<file path="src/rtl/lane_resize_buffer_if.sv">
// Handshake and status bundle for lane_resize_buffer.
// The master modport is the buffer's own view; the slave modport is the environment's view.
interface lane_resize_buffer_if #(
  parameter int S_KEEP_WIDTH = 3,
  parameter int M_KEEP_WIDTH = 2,
  parameter int T_DATA_WIDTH = 1,
  parameter int DEPTH        = 8
);
  localparam int LANE_SZ          = 2 + T_DATA_WIDTH;
  localparam int BUF_IN_ENTRY_SZ  = LANE_SZ * S_KEEP_WIDTH;
  localparam int BUF_OUT_ENTRY_SZ = LANE_SZ * M_KEEP_WIDTH;
  localparam int LVL_W            = $clog2(DEPTH + 1);

  logic                        slave_entry_valid;
  logic                        slave_entry_ready;
  logic [BUF_IN_ENTRY_SZ-1:0]  slave_entry;
  logic                        master_entry_valid;
  logic                        master_entry_ready;
  logic [BUF_OUT_ENTRY_SZ-1:0] master_entry;
  logic [LVL_W-1:0]            level;
  logic                        overflow;
  logic                        underflow;

  modport master (
    input  slave_entry_valid, slave_entry, master_entry_ready,
    output slave_entry_ready, master_entry_valid, master_entry, level, overflow, underflow
  );

  modport slave (
    output slave_entry_valid, slave_entry, master_entry_ready,
    input  slave_entry_ready, master_entry_valid, master_entry, level, overflow, underflow
  );
endinterface

</file>
<file path="src/rtl/lane_resize_buffer.sv">
// Lane-repacking buffer: compacts kept slave lanes into a circular lane store and
// emits master beats of M_KEEP_WIDTH lanes, cutting a beat short at each last lane.
module lane_resize_buffer #(
  parameter int S_KEEP_WIDTH = 3,
  parameter int M_KEEP_WIDTH = 2,
  parameter int T_DATA_WIDTH = 1,
  parameter int DEPTH        = 8
) (
  input  logic                  clk,
  input  logic                  rst,
  lane_resize_buffer_if.master  bus
);
  localparam int LANE_SZ          = 2 + T_DATA_WIDTH;
  localparam int STORE_W          = T_DATA_WIDTH + 1;
  localparam int BUF_OUT_ENTRY_SZ = LANE_SZ * M_KEEP_WIDTH;
  localparam int PTR_W            = (DEPTH > 1) ? $clog2(DEPTH) : 1;
  localparam int LVL_W            = $clog2(DEPTH + 1);
  localparam int SUM_W            = PTR_W + 2;

  // Pointer advance modulo DEPTH; inc never exceeds DEPTH so one subtraction suffices.
  function automatic logic [PTR_W-1:0] wrap_add(input logic [PTR_W-1:0] ptr,
                                                input logic [LVL_W-1:0] inc);
    logic [SUM_W-1:0] sum;
    sum = SUM_W'(ptr) + SUM_W'(inc);
    if (sum >= SUM_W'(DEPTH)) begin
      sum = sum - SUM_W'(DEPTH);
    end else begin
      sum = sum;
    end
    return sum[PTR_W-1:0];
  endfunction

  // Keep bit is implied for stored lanes, so only last+data are held.
  logic [STORE_W-1:0]          r_store [DEPTH];
  logic [PTR_W-1:0]            r_rd_ptr;
  logic [PTR_W-1:0]            r_wr_ptr;
  logic [LVL_W-1:0]            r_level;
  logic                        r_overflow;
  logic                        r_underflow;

  logic [S_KEEP_WIDTH-1:0]     w_keep;
  logic [PTR_W-1:0]            w_wr_slot [S_KEEP_WIDTH];
  logic [LVL_W-1:0]            w_kcnt;
  logic [LVL_W-1:0]            w_ncnt;
  logic                        w_hit;
  logic                        w_flush;
  logic                        w_m_valid;
  logic                        w_s_ready;
  logic                        w_push;
  logic                        w_pop;
  logic [BUF_OUT_ENTRY_SZ-1:0] w_m_entry;

  // Compaction: each kept lane gets the next free slot after the kept lanes before it.
  always_comb begin
    w_kcnt = '0;
    w_keep = '0;
    for (int i = 0; i < S_KEEP_WIDTH; i++) begin
      w_keep[i]    = bus.slave_entry[i*LANE_SZ + LANE_SZ - 1];
      w_wr_slot[i] = wrap_add(r_wr_ptr, w_kcnt);
      w_kcnt       = w_kcnt + LVL_W'(w_keep[i]);
    end
  end

  // Flush search over the oldest lanes, then assemble the outgoing beat.
  always_comb begin
    w_hit     = 1'b0;
    w_flush   = 1'b0;
    w_ncnt    = LVL_W'(M_KEEP_WIDTH);
    w_m_entry = '0;
    for (int j = 0; j < M_KEEP_WIDTH; j++) begin
      w_hit   = !w_flush && (LVL_W'(j) < r_level)
                && r_store[wrap_add(r_rd_ptr, LVL_W'(j))][T_DATA_WIDTH];
      w_ncnt  = w_hit ? LVL_W'(j + 1) : w_ncnt;
      w_flush = w_flush | w_hit;
    end
    w_m_valid = (r_level >= LVL_W'(M_KEEP_WIDTH)) || w_flush;
    for (int j = 0; j < M_KEEP_WIDTH; j++) begin
      if (w_m_valid && (LVL_W'(j) < w_ncnt)) begin
        w_m_entry[j*LANE_SZ +: LANE_SZ] = {1'b1, r_store[wrap_add(r_rd_ptr, LVL_W'(j))]};
      end else begin
        w_m_entry[j*LANE_SZ +: LANE_SZ] = '0;
      end
    end
  end

  // Ready is withheld while reset is asserted so nothing is accepted into a clearing buffer.
  assign w_s_ready = !rst && ((LVL_W'(DEPTH) - r_level) >= LVL_W'(S_KEEP_WIDTH));
  assign w_push    = bus.slave_entry_valid & w_s_ready;
  assign w_pop     = w_m_valid & bus.master_entry_ready;

  // Pointer, occupancy and diagnostic flag state.
  always_ff @(posedge clk or posedge rst) begin
    if (rst) begin
      r_rd_ptr    <= '0;
      r_wr_ptr    <= '0;
      r_level     <= '0;
      r_overflow  <= 1'b0;
      r_underflow <= 1'b0;
    end else begin
      r_wr_ptr    <= w_push ? wrap_add(r_wr_ptr, w_kcnt) : r_wr_ptr;
      r_rd_ptr    <= w_pop ? wrap_add(r_rd_ptr, w_ncnt) : r_rd_ptr;
      r_level     <= r_level + (w_push ? w_kcnt : LVL_W'(0)) - (w_pop ? w_ncnt : LVL_W'(0));
      r_overflow  <= bus.slave_entry_valid & !w_s_ready;
      r_underflow <= bus.master_entry_ready & !w_m_valid;
    end
  end

  // Lane store writes; contents beyond the valid window are never observed, so no reset.
  always_ff @(posedge clk) begin
    for (int i = 0; i < S_KEEP_WIDTH; i++) begin
      if (w_push && w_keep[i]) begin
        r_store[w_wr_slot[i]] <= bus.slave_entry[i*LANE_SZ +: STORE_W];
      end
    end
  end

  assign bus.slave_entry_ready  = w_s_ready;
  assign bus.master_entry_valid = w_m_valid;
  assign bus.master_entry       = w_m_entry;
  assign bus.level              = r_level;
  assign bus.overflow           = r_overflow;
  assign bus.underflow          = r_underflow;
endmodule

</file>
<file path="src/flat_wrapper.sv">
// flat-port wrapper written by rule: the top's interface ports become plain ports
module lane_resize_buffer_flat 
#(
  parameter int S_KEEP_WIDTH = 3,
  parameter int M_KEEP_WIDTH = 2,
  parameter int T_DATA_WIDTH = 1,
  parameter int DEPTH        = 8
)
  (clk, rst, bus_slave_entry_valid, bus_slave_entry, bus_master_entry_ready, bus_slave_entry_ready, bus_master_entry_valid, bus_master_entry, bus_level, bus_overflow, bus_underflow);
  lane_resize_buffer_if #(.S_KEEP_WIDTH(S_KEEP_WIDTH), .M_KEEP_WIDTH(M_KEEP_WIDTH), .T_DATA_WIDTH(T_DATA_WIDTH), .DEPTH(DEPTH)) bus_i ();
  input  logic clk;
  input  logic rst;
  input wire logic [$bits(bus_i.slave_entry_valid)-1:0] bus_slave_entry_valid;
  input wire logic [$bits(bus_i.slave_entry)-1:0] bus_slave_entry;
  input wire logic [$bits(bus_i.master_entry_ready)-1:0] bus_master_entry_ready;
  output wire logic [$bits(bus_i.slave_entry_ready)-1:0] bus_slave_entry_ready;
  output wire logic [$bits(bus_i.master_entry_valid)-1:0] bus_master_entry_valid;
  output wire logic [$bits(bus_i.master_entry)-1:0] bus_master_entry;
  output wire logic [$bits(bus_i.level)-1:0] bus_level;
  output wire logic [$bits(bus_i.overflow)-1:0] bus_overflow;
  output wire logic [$bits(bus_i.underflow)-1:0] bus_underflow;
  assign bus_i.slave_entry_valid = bus_slave_entry_valid;
  assign bus_i.slave_entry = bus_slave_entry;
  assign bus_i.master_entry_ready = bus_master_entry_ready;
  assign bus_slave_entry_ready = bus_i.slave_entry_ready;
  assign bus_master_entry_valid = bus_i.master_entry_valid;
  assign bus_master_entry = bus_i.master_entry;
  assign bus_level = bus_i.level;
  assign bus_overflow = bus_i.overflow;
  assign bus_underflow = bus_i.underflow;
  lane_resize_buffer #(.S_KEEP_WIDTH(S_KEEP_WIDTH), .M_KEEP_WIDTH(M_KEEP_WIDTH), .T_DATA_WIDTH(T_DATA_WIDTH), .DEPTH(DEPTH)) u_core (.clk(clk), .rst(rst), .bus(bus_i));
endmodule
</file>
<file path="config.mk">
export PLATFORM = sky130hd
export DESIGN_NAME = lane_resize_buffer_flat
export DESIGN_NICKNAME = d
export VERILOG_FILES = /design/src/rtl/lane_resize_buffer_if.sv /design/src/rtl/lane_resize_buffer.sv /design/src/flat_wrapper.sv
export SDC_FILE = /design/constraint.sdc
export NUM_CORES = 1
export LEC_CHECK = 0
export BUFFER_PORTS_ARGS = -buffer_cell sky130_fd_sc_hd__buf_4
export CAP_MARGIN = 20
export CORE_ASPECT_RATIO = 1.25
export CORE_MARGIN = 1
export CORE_UTILIZATION = 53
export DETAILED_ROUTE_END_ITERATION = 6
export GPL_TIMING_DRIVEN = 0
export MAX_ROUTING_LAYER = met4
export PLACE_DENSITY = 0.83
export RECOVER_POWER = 25
export SYNTH_ARGS = -nofsm -noshare
export SYNTH_HDL_FRONTEND = slang
export SYNTH_SLANG_ARGS = --single-unit
</file>
<file path="constraint.sdc">
create_clock -name clk -period 2.8 [get_ports clk]
set_clock_uncertainty 0.1 [all_clocks]
set_input_delay 0 -clock clk [delete_from_list [all_inputs] [get_ports clk]]
set_output_delay 0 -clock clk [all_outputs]
set_load 0.005 [all_outputs]
</file>
Word-level counts from Yosys, hierarchy flattened
Memories as Yosys holds them, arrays and structs flattened.
Index checks and enable logic that the tools add are counted.

storage, ports and cells
  register bits = 12
  bits in latches = 0
  memory bits (writable) = 16
  ROM bits = 0
  bits of input ports = 13
  output and inout port bits = 14
  memories = 1

cells by class
  add/sub/neg operators = 17
  $mul = 0
  div/mod/pow operators = 0
  order comparisons = 13
  eq/ne operators = 0
  shifts and indexed selects = 0
  muxes and demuxes = 19
  bitwise operators = 5
  reduce and logical (&&, ||, !) cells = 14

memories
  name            depth  bits a word  read ports  clocked after memory_dff  wr ports  RTL line                  text
  u_core.r_store  8      2            2           0                         3         lane_resize_buffer.sv:34  logic [STORE_W-1:0] r_store [DEPTH];

operators with widths
  operator                                                                             count
  3-bit two-way mux                                                                    9
  3-bit by 1-bit subtractor with 3-bit output, second input constant                   7
  1-bit by 4-bit less-than comparator with 1-bit output, first input constant          4
  5-bit by 4-bit greater-or-equal comparator with 1-bit output, second input constant  3
  4-bit two-way mux                                                                    3
  3-bit by 4-bit adder with 5-bit output                                               2
  1-bit logical AND                                                                    9
  3-bit by 4-bit greater-or-equal comparator with 1-bit output, second input constant  2
  4-bit by 2-bit greater-or-equal comparator with 1-bit output, second input constant  2
  4-bit greater-or-equal comparator, second input constant                             2
  1-bit two-way mux                                                                    6
  3-bit by 1-bit adder with 4-bit output                                               1
  3-bit by 1-bit adder with 4-bit output, second input constant                        1
  3-bit by 2-bit adder with 4-bit output                                               1
  4-bit by 1-bit adder with 4-bit output                                               1
  4-bit adder                                                                          1
  1-bit bitwise AND                                                                    4
  1-bit zero test                                                                      4
  4-bit subtractor                                                                     1
  4-bit subtractor, first input constant                                               1
  1-bit by 1-bit adder with 2-bit output                                               1
  2-bit two-way mux                                                                    1
  1-bit logical OR                                                                     1
  1-bit OR                                                                             1

Depth between registers and ports, before layout
Gate-level depths: netlist (run 1).
An unclocked memory read counts as a cell.

  word-level depth = 12
  mapped depth = 12
  mapped depth without buffers = 10

Worst setup path before layout (run 1)
OpenSTA, ideal clock, no wires.

  path kind = reg2reg
  start = register u_core.r_level[0] (netlist: u_core.bus.level[0])
  end = register u_core.r_level[3] (netlist: u_core.bus.level[3])
  data arrival time = 2.736 ns
  data required time = 2.576 ns
  setup slack = -0.161 ns
  cell stages (with the launch flop) = 13
  buffers on the path = 3
  clock period less this slack = 2.961 ns
  cells stage by stage = dfrtp_1 clkbuf_2 or4b_4 and4_1 clkbuf_1 buf_2 nand2_1 fa_1 inv_1 ha_1 a21o_1 a21oi_1 xnor2_1

on the way
  longest elaborated chain between the ends = 10
  elaborated cells between the ends (all ways) = 20
  those cells by class = add/sub (3); order compare (4); mux (4); bitwise (3); reduce/logical (6)

RTL lines
  element                                                                   RTL line                   text
  start: declaration                                                        lane_resize_buffer.sv:37   logic [LVL_W-1:0] r_level;
  start signal: assignment                                                  lane_resize_buffer.sv:102  r_level <= r_level + (w_push ? w_kcnt : LVL_W'(0)) - (w_pop ? w_ncnt : LVL_W'(0));
  parallel branches: the longest is 9 deep, another holds 4-bit subtractor  --
  4-bit subtractor (*)                                                      lane_resize_buffer.sv:102

Mark *: on every way between the ends.
A chain may end at the register's enable or synchronous reset.

Worst setup path in the final report (run 1)
  start = register u_core.r_rd_ptr[1]
  end = register u_core.r_rd_ptr[1]

on the way
  longest elaborated chain between the ends = 11
  elaborated cells between the ends (all ways) = 21
  those cells by class = add/sub (5); order compare (3); mux (5); bitwise (2); reduce/logical (5); memory (1)

RTL lines
  element                                                                                          RTL line                   text
  start: declaration                                                                               lane_resize_buffer.sv:35   logic [PTR_W-1:0] r_rd_ptr;
  start signal: assignment                                                                         lane_resize_buffer.sv:101  r_rd_ptr <= w_pop ? wrap_add(r_rd_ptr, w_ncnt) : r_rd_ptr;
  parallel branches: the longest is 11 deep, another holds 3-bit by 4-bit adder with 5-bit output  --

Parallel ways; which one is timed is not known.

==> results of run 1 <==
[stage by stage]
| step | utilization (%) | area, sq um | instances | hold WS, ns |
|---|---|---|---|---|
| final | 67.3 | 3000 | 362 | 0.0925 |
| after detailed placement | 62.0 | 2770 | 344 | -0.0000565 |
| after CTS | 65.5 | 2920 | 356 | 0.0935 |
| after floorplan | - | 2520 | 263 | -0.230 |
| after global placement | 62.0 | 2770 | 344 | -0.0211 |
| after global routing | 67.3 | 3000 | 362 | 0.0947 |
[layout by cell type (no fill, tap or decap), drive strengths merged, types with 5 or more instances in the layout]
| master | netlist | routed |
|---|---|---|
| nand3 | 18 | 18 |
| nand4 | 9 | 9 |
| mux4 | 8 | 8 |
| xor2 | 6 | 6 |
| o211ai | 11 | 11 |
| clkbuf | 10 | 12 |
| nor3 | 19 | 19 |
| edfxtp | 16 | 16 |
| ha | 14 | 14 |
| or2 | 8 | 8 |
| o21ai | 18 | 18 |
| nand2 | 10 | 10 |
| inv | 13 | 13 |
| a31oi | 15 | 15 |
| fa | 6 | 6 |
| dfrtp | 12 | 12 |
| buf | 10 | 44 |
| and3 | 5 | 5 |
| nor2 | 11 | 11 |
[logic make-up after synthesis]
logic type	share of synthesized area, %
compound gates	13.2
xor+xnor	3.16
fa+ha+maj	11.8
buf+inv	5.67
flops	31.3
mux	9.78
simple gates	25.0
[worst register-to-register path, stage by stage, from the launching register on]
cell      delay (ns)
dfrtp_1         0.38
buf_6           0.13
mux4_2          0.52
mux2i_4         0.20
buf_6           0.15
nor2_1          0.05
ha_1            0.19
fa_1            0.44
and2_4          0.16
a221oi_2        0.23
o211ai_1        0.13
[layout make-up]
| class | instances | area (sq um) | area share [%] |
|---|---|---|---|
| flip-flops and latches | 28 | 783 | 26.1 |
| multi-input cells | 202 | 1630 | 54.4 |
| well taps | 58 | 72.6 | 2.42 |
| plain buffers | 16 | 100 | 3.34 |
| clock inverters | 1 | 3.75 | 0.125 |
| clock buffers | 3 | 41.3 | 1.38 |
| repair buffers | 41 | 318 | 10.6 |
| inverters | 13 | 48.8 | 1.63 |
[power by group through the flow]
stage | Clock (mW) | Sequential, mW | Combinational [mW]
CTS | 0.214 | 0.722 | 2.07
detailed placement | 0 | 0.714 | 1.94
floorplan | 0 | 0.679 | 1.43
finish | 0.210 | 0.727 | 2.26
global route | 0.231 | 0.742 | 2.51
global placement | 0 | 0.707 | 1.87
[routing by layer]
| layer | vias to the layer above | track usage, % |
|---|---|---|
| met4 | 0 | 13.0 |
| li1 | 1074 | - |
| met3 | 28 | 1.29 |
| met2 | 111 | 45.5 |
| met1 | 1075 | 30.4 |
| met5 | - | - |
[timing repair]
item,CTS,global route
hold endpoints to repair,14,0
hold buffers,4,0
gates resized for setup,10,9
buffers inserted,6,8
pin swaps,1,8
endpoints found under the setup margin,5,11
[flip-flops by register name, summed over array words and instances (netlist names)]
| register | cells |
|---|---|
| u_core.r_store | 16 |
| u_core.bus.overflow | 1 |
| u_core.r_rd_ptr | 3 |
| u_core.r_wr_ptr | 3 |
| u_core.bus.level | 4 |
| u_core.bus.underflow | 1 |
[path summary, 6_finish.rpt]
check,start,to,slack (ns)
max in group asynchronous,rst,u_core.bus.level[1]$_DFF_PP0_,1.29
hold reg to reg,u_core.r_wr_ptr[0]$_DFFE_PP0N_,u_core.r_wr_ptr[0]$_DFFE_PP0N_,0.59
setup reg to reg,u_core.r_rd_ptr[1]$_DFFE_PP0P_,u_core.r_rd_ptr[1]$_DFFE_PP0P_,0.001
hold / removal,bus_slave_entry[3],u_core.r_store[3][0]$_DFFE_PP_,0.09
min in group asynchronous,rst,u_core.r_wr_ptr[1]$_DFFE_PP0N_,0.89
setup / recovery,u_core.r_rd_ptr[1]$_DFFE_PP0P_,u_core.r_rd_ptr[1]$_DFFE_PP0P_,0.001
==> metrics.yaml, run 1 <==
outcome: "completed"
clk_pin_slew_ns: 0.09
ys_seq_elements: 28
critPathMaxStageDelay_ns: 0.52
critPathRequiredTime_ns: 2.83
clkPwrFrac_pct: 6.6
setup_viol: 0
clock_path_buffers: 2
yosysTopAreaCellShare_pct: 19.3
viasPerCell: 6.32
comb_power_share_pct: 70.7
wl_met2_microns: 3190
root_buffer: "clkbuf_8"
internal_power_mw: 1.80
synth-edff-count: 16
netlist-cell-type-count: 47
syn_to_final_growth_pct: 20.3
top_layer_used: "met4"
fin_setup_tns_ns: 0
crit_family: "multiplexers"
first_iter_violations: 213
synthTopCellsByCount: "nor3_1 (19), nand3_1 (18), o21ai_0 (18)"
total_power_mw: 3.20
seqPwrFrac_pct: 22.7
path_class: "reg -> reg"
cp_slowest_cell: "mux4_2"
rsz0062_at_grt: "true"
finalNetCount: 338
maxCapViolations: 0
drc: 0
grt_pass1_wl_microns: 9940
synth_area_leaders: "edfxtp_1 (19%), dfrtp_1 (12%), mux4_2 (7.2%), ha_1 (7.0%), fa_1 (4.8%)"
n_antenna_cell: 0
cts_tree: "built"
die_x_microns: 63.4
async_reset_ff_share_pct: 42.9
ys.flop_type: "edfxtp_1"
p_leak_nw: 1.15
ant_nets: 0
n_fill_cell: 357
ff2ff_path_depth: 10
ys_warn_count: 0
hp-class: "in -> reg"
crit_buf_inv: 2
synthCells: 263
globalRouteTotalUtil_pct: 26.0
critPathMaxFanout: 5
synth_nets: 296
initial_core_util_pct: 55.9
slew_headroom_pct: 43.4
grt_max_degree: 16
wl_met1_microns: 2390
crit_cells: 10
die_area_sq_mm: 0.00499
hold_depth: 3
powerDensity_mw_per_mm2: 1070
met3WireLength_microns: 322
synth_area_per_cell_sq_um: 9.48
yosysTopAreaCell: "edfxtp_1"
max_freq_ghz: 0.357
netSwitchingFraction_pct: 43.8
dpl_worst_slack_ns: -0.237
fin_crit_sh_pct: 100
die_y_microns: 78.7
layout-drive-gt1-share_pct: 28.6
drv_slew: 0
startpoint_type: "flip-flop"
post-route-min-period_ns: 2.80
wirelength_microns: 6160
vias: 2288
coreArea_sq_mm: 0.00446
worstSetupEndpointType: "flip-flop"
arrival_ns: 2.83
peakVddDrop_uv: 551
hold_viol: 0
grt_overflow: 0
cts_sinks: 28
yosysMostFrequentCell: "nor3_1"
cp_cell_sequence: "buf_6, mux4_2, mux2i_4, buf_6, nor2_1, ha_1, fa_1, and2_4, a221oi_2, o211ai_1"
syn_area_sq_mm: 0.00249
grt_pass1_vias: 2152
cp_common_cell: "buf_6"
detail_route.first_pass.iterations: 5
io_buffers: 23
ys_seq_area_share_pct: 31.3
rows: 27
h-tree-depth: 1
timing.final.ws_setup_ns: 0.00132
dp_hpwl_microns: 4510
switchingPower_mw: 1.40
gp_congestion: 0.908
antenna_found_initial: 0
ios: 27
worstMarginPinSlew_ns: 0.842
cts_buffers: 3
clk_latency_ns: 0.26
wl_per_cell_microns: 17.0
No activity file was read; power rests on OpenSTA's default activity.
==> run 2, diff against run 1 <==
--- a/config.mk
+++ b/config.mk
@@ -10,6 +10,8 @@
 export CORE_ASPECT_RATIO = 1.25
 export CORE_MARGIN = 1
 export CORE_UTILIZATION = 53
+export CTS_BUF_LIST = sky130_fd_sc_hd__clkbuf_4
+export CTS_CLUSTER_DIAMETER = 200
 export DETAILED_ROUTE_END_ITERATION = 6
 export GPL_TIMING_DRIVEN = 0
 export MAX_ROUTING_LAYER = met4
==> run 2 against run 1 <==
Against the previous run:
- worst setup slack lost 0.0045 ns
- the run now ends with setup timing left
- global-route usage shrank 0.13 points
- non-clock buffer count stayed put
- combinational power increased by 2%
- first-iteration DRC count rose by 4.2%
- via count grew 1.5%
- final cell count unchanged
==> metrics.yaml, run 2 (same netlist as run 1, synthesis figures left out) <==
layout_common_cells: "buf_4 (38), nor3_1 (19), nand3_1 (18), o21ai_0 (18), edfxtp_1 (16)"
dp_hpwl_microns: 4510  # unchanged
outcome: "finished, violations left"
slew_headroom_pct: 46.0  # +2.6 points
crit_family: "multiplexers"
cp_slowest_cell: "mux4_2"
vias: 2323  # +1.5%
setup_viol: 1  # +1
netSwitchingFraction_pct: 44.4  # +0.61 points
worstSetupEndpointType: "flip-flop"
seqPwrFrac_pct: 22.7  # about the same
wl_per_cell_microns: 16.8  # -1.2%
wirelength_microns: 6090  # -1.2%
clkPwrFrac_pct: 5.1  # -1.5 points
hold_viol: 0  # unchanged
finish.utilization_pct: 67.0  # -0.31 points
rsz0062_at_grt: "true"
n_antenna_cell: 0  # unchanged
syn_to_final_growth_pct: 19.8
worstMarginPinSlew_ns: 0.804  # -0.0383 ns
drv_slew: 0  # unchanged
comb_power_share_pct: 72.2  # +1.5 points
critPathMaxFanout: 5  # unchanged
reg2reg_slack_ns: -0.003  # about the same
ff2ff_path_depth: 10  # unchanged
timing.final.ws_setup_ns: -0.00319  # -0.00451 ns
violations: "setup timing"
grt_pass1_wl_microns: 9830  # -1.1%
whs_endpoint: "u_core.r_store[3][0]$_DFFE_PP_"
detail_route.first_pass.iterations: 5  # unchanged
switchingPower_mw: 1.41  # +0.78%
n_fill_cell: 358  # +0.28%
critPathRequiredTime_ns: 2.90  # +0.07 ns
rows: 27  # unchanged
cts_buffers: 3  # unchanged
layout-drive-gt1-share_pct: 29.9  # +1.3 points
h-tree-depth: 1  # unchanged
internal_power_mw: 1.77  # -1.7%
viasPerCell: 6.42  # +1.5%
cp_cell_sequence: "buf_6, mux4_2, mux2i_4, buf_6, nor2_1, ha_2, fa_1, and2_4, a221oi_2, o211ai_1"
cts_sinks: 28  # unchanged
fin_setup_tns_ns: -0.00319  # -0.00319 ns
total_power_mw: 3.18  # -0.61%
die_y_microns: 78.7  # unchanged
ant_nets: 0  # unchanged
die_area_sq_mm: 0.00499  # unchanged
peakVddDrop_uv: 552  # +0.23%
hp-class: "in -> reg"
grt_pass1_vias: 2148  # -0.19%
dp_cells: 344  # unchanged
antenna_found_initial: 0  # unchanged
critPathMaxStageDelay_ns: 0.52  # about the same
final_common_cell: "buf_4"
powerDensity_mw_per_mm2: 1060  # -0.16%
dpl_worst_slack_ns: -0.237  # unchanged
p_leak_nw: 1.13  # -1.2%
min-delay-start: "bus_slave_entry[3]"
fin_crit_sh_pct: 100  # +0.16 points
crit_buf_inv: 2  # unchanged
ios: 27  # unchanged
finalNetCount: 338  # unchanged
die_x_microns: 63.4  # unchanged
reg2reg_from: "u_core.r_rd_ptr[1]$_DFFE_PP0P_"
max_freq_ghz: 0.357  # -0.16%
io_buffers: 23  # unchanged
clk_pin_slew_ns: 0.13  # +0.04 ns
hold_depth: 3  # unchanged
first_iter_violations: 222  # +4.2%
path_class: "reg -> reg"
cts_tree: "built"
globalRouteTotalUtil_pct: 25.9  # -0.13 points
maxCapViolations: 0  # unchanged
cp_common_cell: "buf_6"
r2r_end: "u_core.r_rd_ptr[1]$_DFFE_PP0P_"
clk_latency_ns: 0.32  # +0.06 ns
startpoint_type: "flip-flop"
gp_congestion: 0.908  # unchanged
initial_core_util_pct: 55.9  # unchanged
arrival_ns: 2.90  # +0.07 ns
root_buffer: "clkbuf_4"
grt_max_degree: 16  # unchanged
clock_path_buffers: 2  # unchanged
post-route-min-period_ns: 2.80  # +0.00451 ns
coreArea_sq_mm: 0.00446  # unchanged
drc: 0  # unchanged
fin_cells: 362  # unchanged
grt_overflow: 0  # unchanged
largest_reg_flops: 16  # unchanged
## run 2: power groups by stage
stage	clock network, mW	logic (mW)	registers (mW)
5_1_grt	0.180	2.53	0.739
6_report	0.162	2.30	0.722
2_1_floorplan	0	1.43	0.679
3_5_place_dp	0	1.94	0.714
3_3_place_gp	0	1.87	0.707
4_1_cts	0.165	2.07	0.723
## run 2: repair_timing
item                                    CTS  global route
setup buffers                             7             8
hold buffers                              3             0
pin swaps                                 2             9
endpoints found under the setup margin    9             8
endpoints found under the hold margin    14             0
gates resized for setup                  12             9
## run 2: layout make-up
class / instances / area, sq um / share of cell area, %
buffer: 16 / 100 / 3.35
clock buffer: 3 / 22.5 / 0.754
clock inverter: 1 / 3.75 / 0.126
inverter: 13 / 52.6 / 1.76
multi-input combinational: 202 / 1640 / 54.8
sequential: 28 / 785 / 26.3
tap: 58 / 72.6 / 2.43
timing repair buffer: 41 / 315 / 10.6
## run 2: tightest hold or removal path: stages
cell,delay (ns)
buf_4,0.14
nand4_1,0.06
a31oi_1,0.08
## run 2: per-layer routing
layer / up-vias / track usage (%) / routed length, microns
met4: 0 / 13.6 / 261
met3: 25 / 1.44 / 330
met2: 129 / 45.2 / 3180
met5: - / - / 0
met1: 1089 / 29.9 / 2320
li1: 1080 / - / -
## run 2: metrics by stage
step / hold slack [ns] / area [sq um]
after detailed placement: -0.0000565 / 2770
after CTS: 0.0317 / 2900
final: 0.0301 / 2990
after floorplan: -0.230 / 2520
after global placement: -0.0211 / 2770
after global routing: 0.0275 / 2990
## run 2: worst max path at each step
stage | slack (ns) | end | cells past startpoint | startpoint
floorplan | -0.04 | u_core.bus.level[3]$_DFF_PP0_ | 12 | u_core.bus.level[0]$_DFF_PP0_
global placement | -0.22 | u_core.bus.level[3]$_DFF_PP0_ | 11 | u_core.r_rd_ptr[1]$_DFFE_PP0P_
detailed placement | -0.24 | u_core.bus.level[3]$_DFF_PP0_ | 11 | u_core.r_rd_ptr[1]$_DFFE_PP0P_
CTS | -0.009 | u_core.bus.level[3]$_DFF_PP0_ | 11 | u_core.bus.level[0]$_DFF_PP0_
global route | -0.12 | u_core.bus.level[3]$_DFF_PP0_ | 11 | u_core.r_rd_ptr[1]$_DFFE_PP0P_
finish | -0.003 | u_core.r_rd_ptr[1]$_DFFE_PP0P_ | 10 | u_core.r_rd_ptr[1]$_DFFE_PP0P_
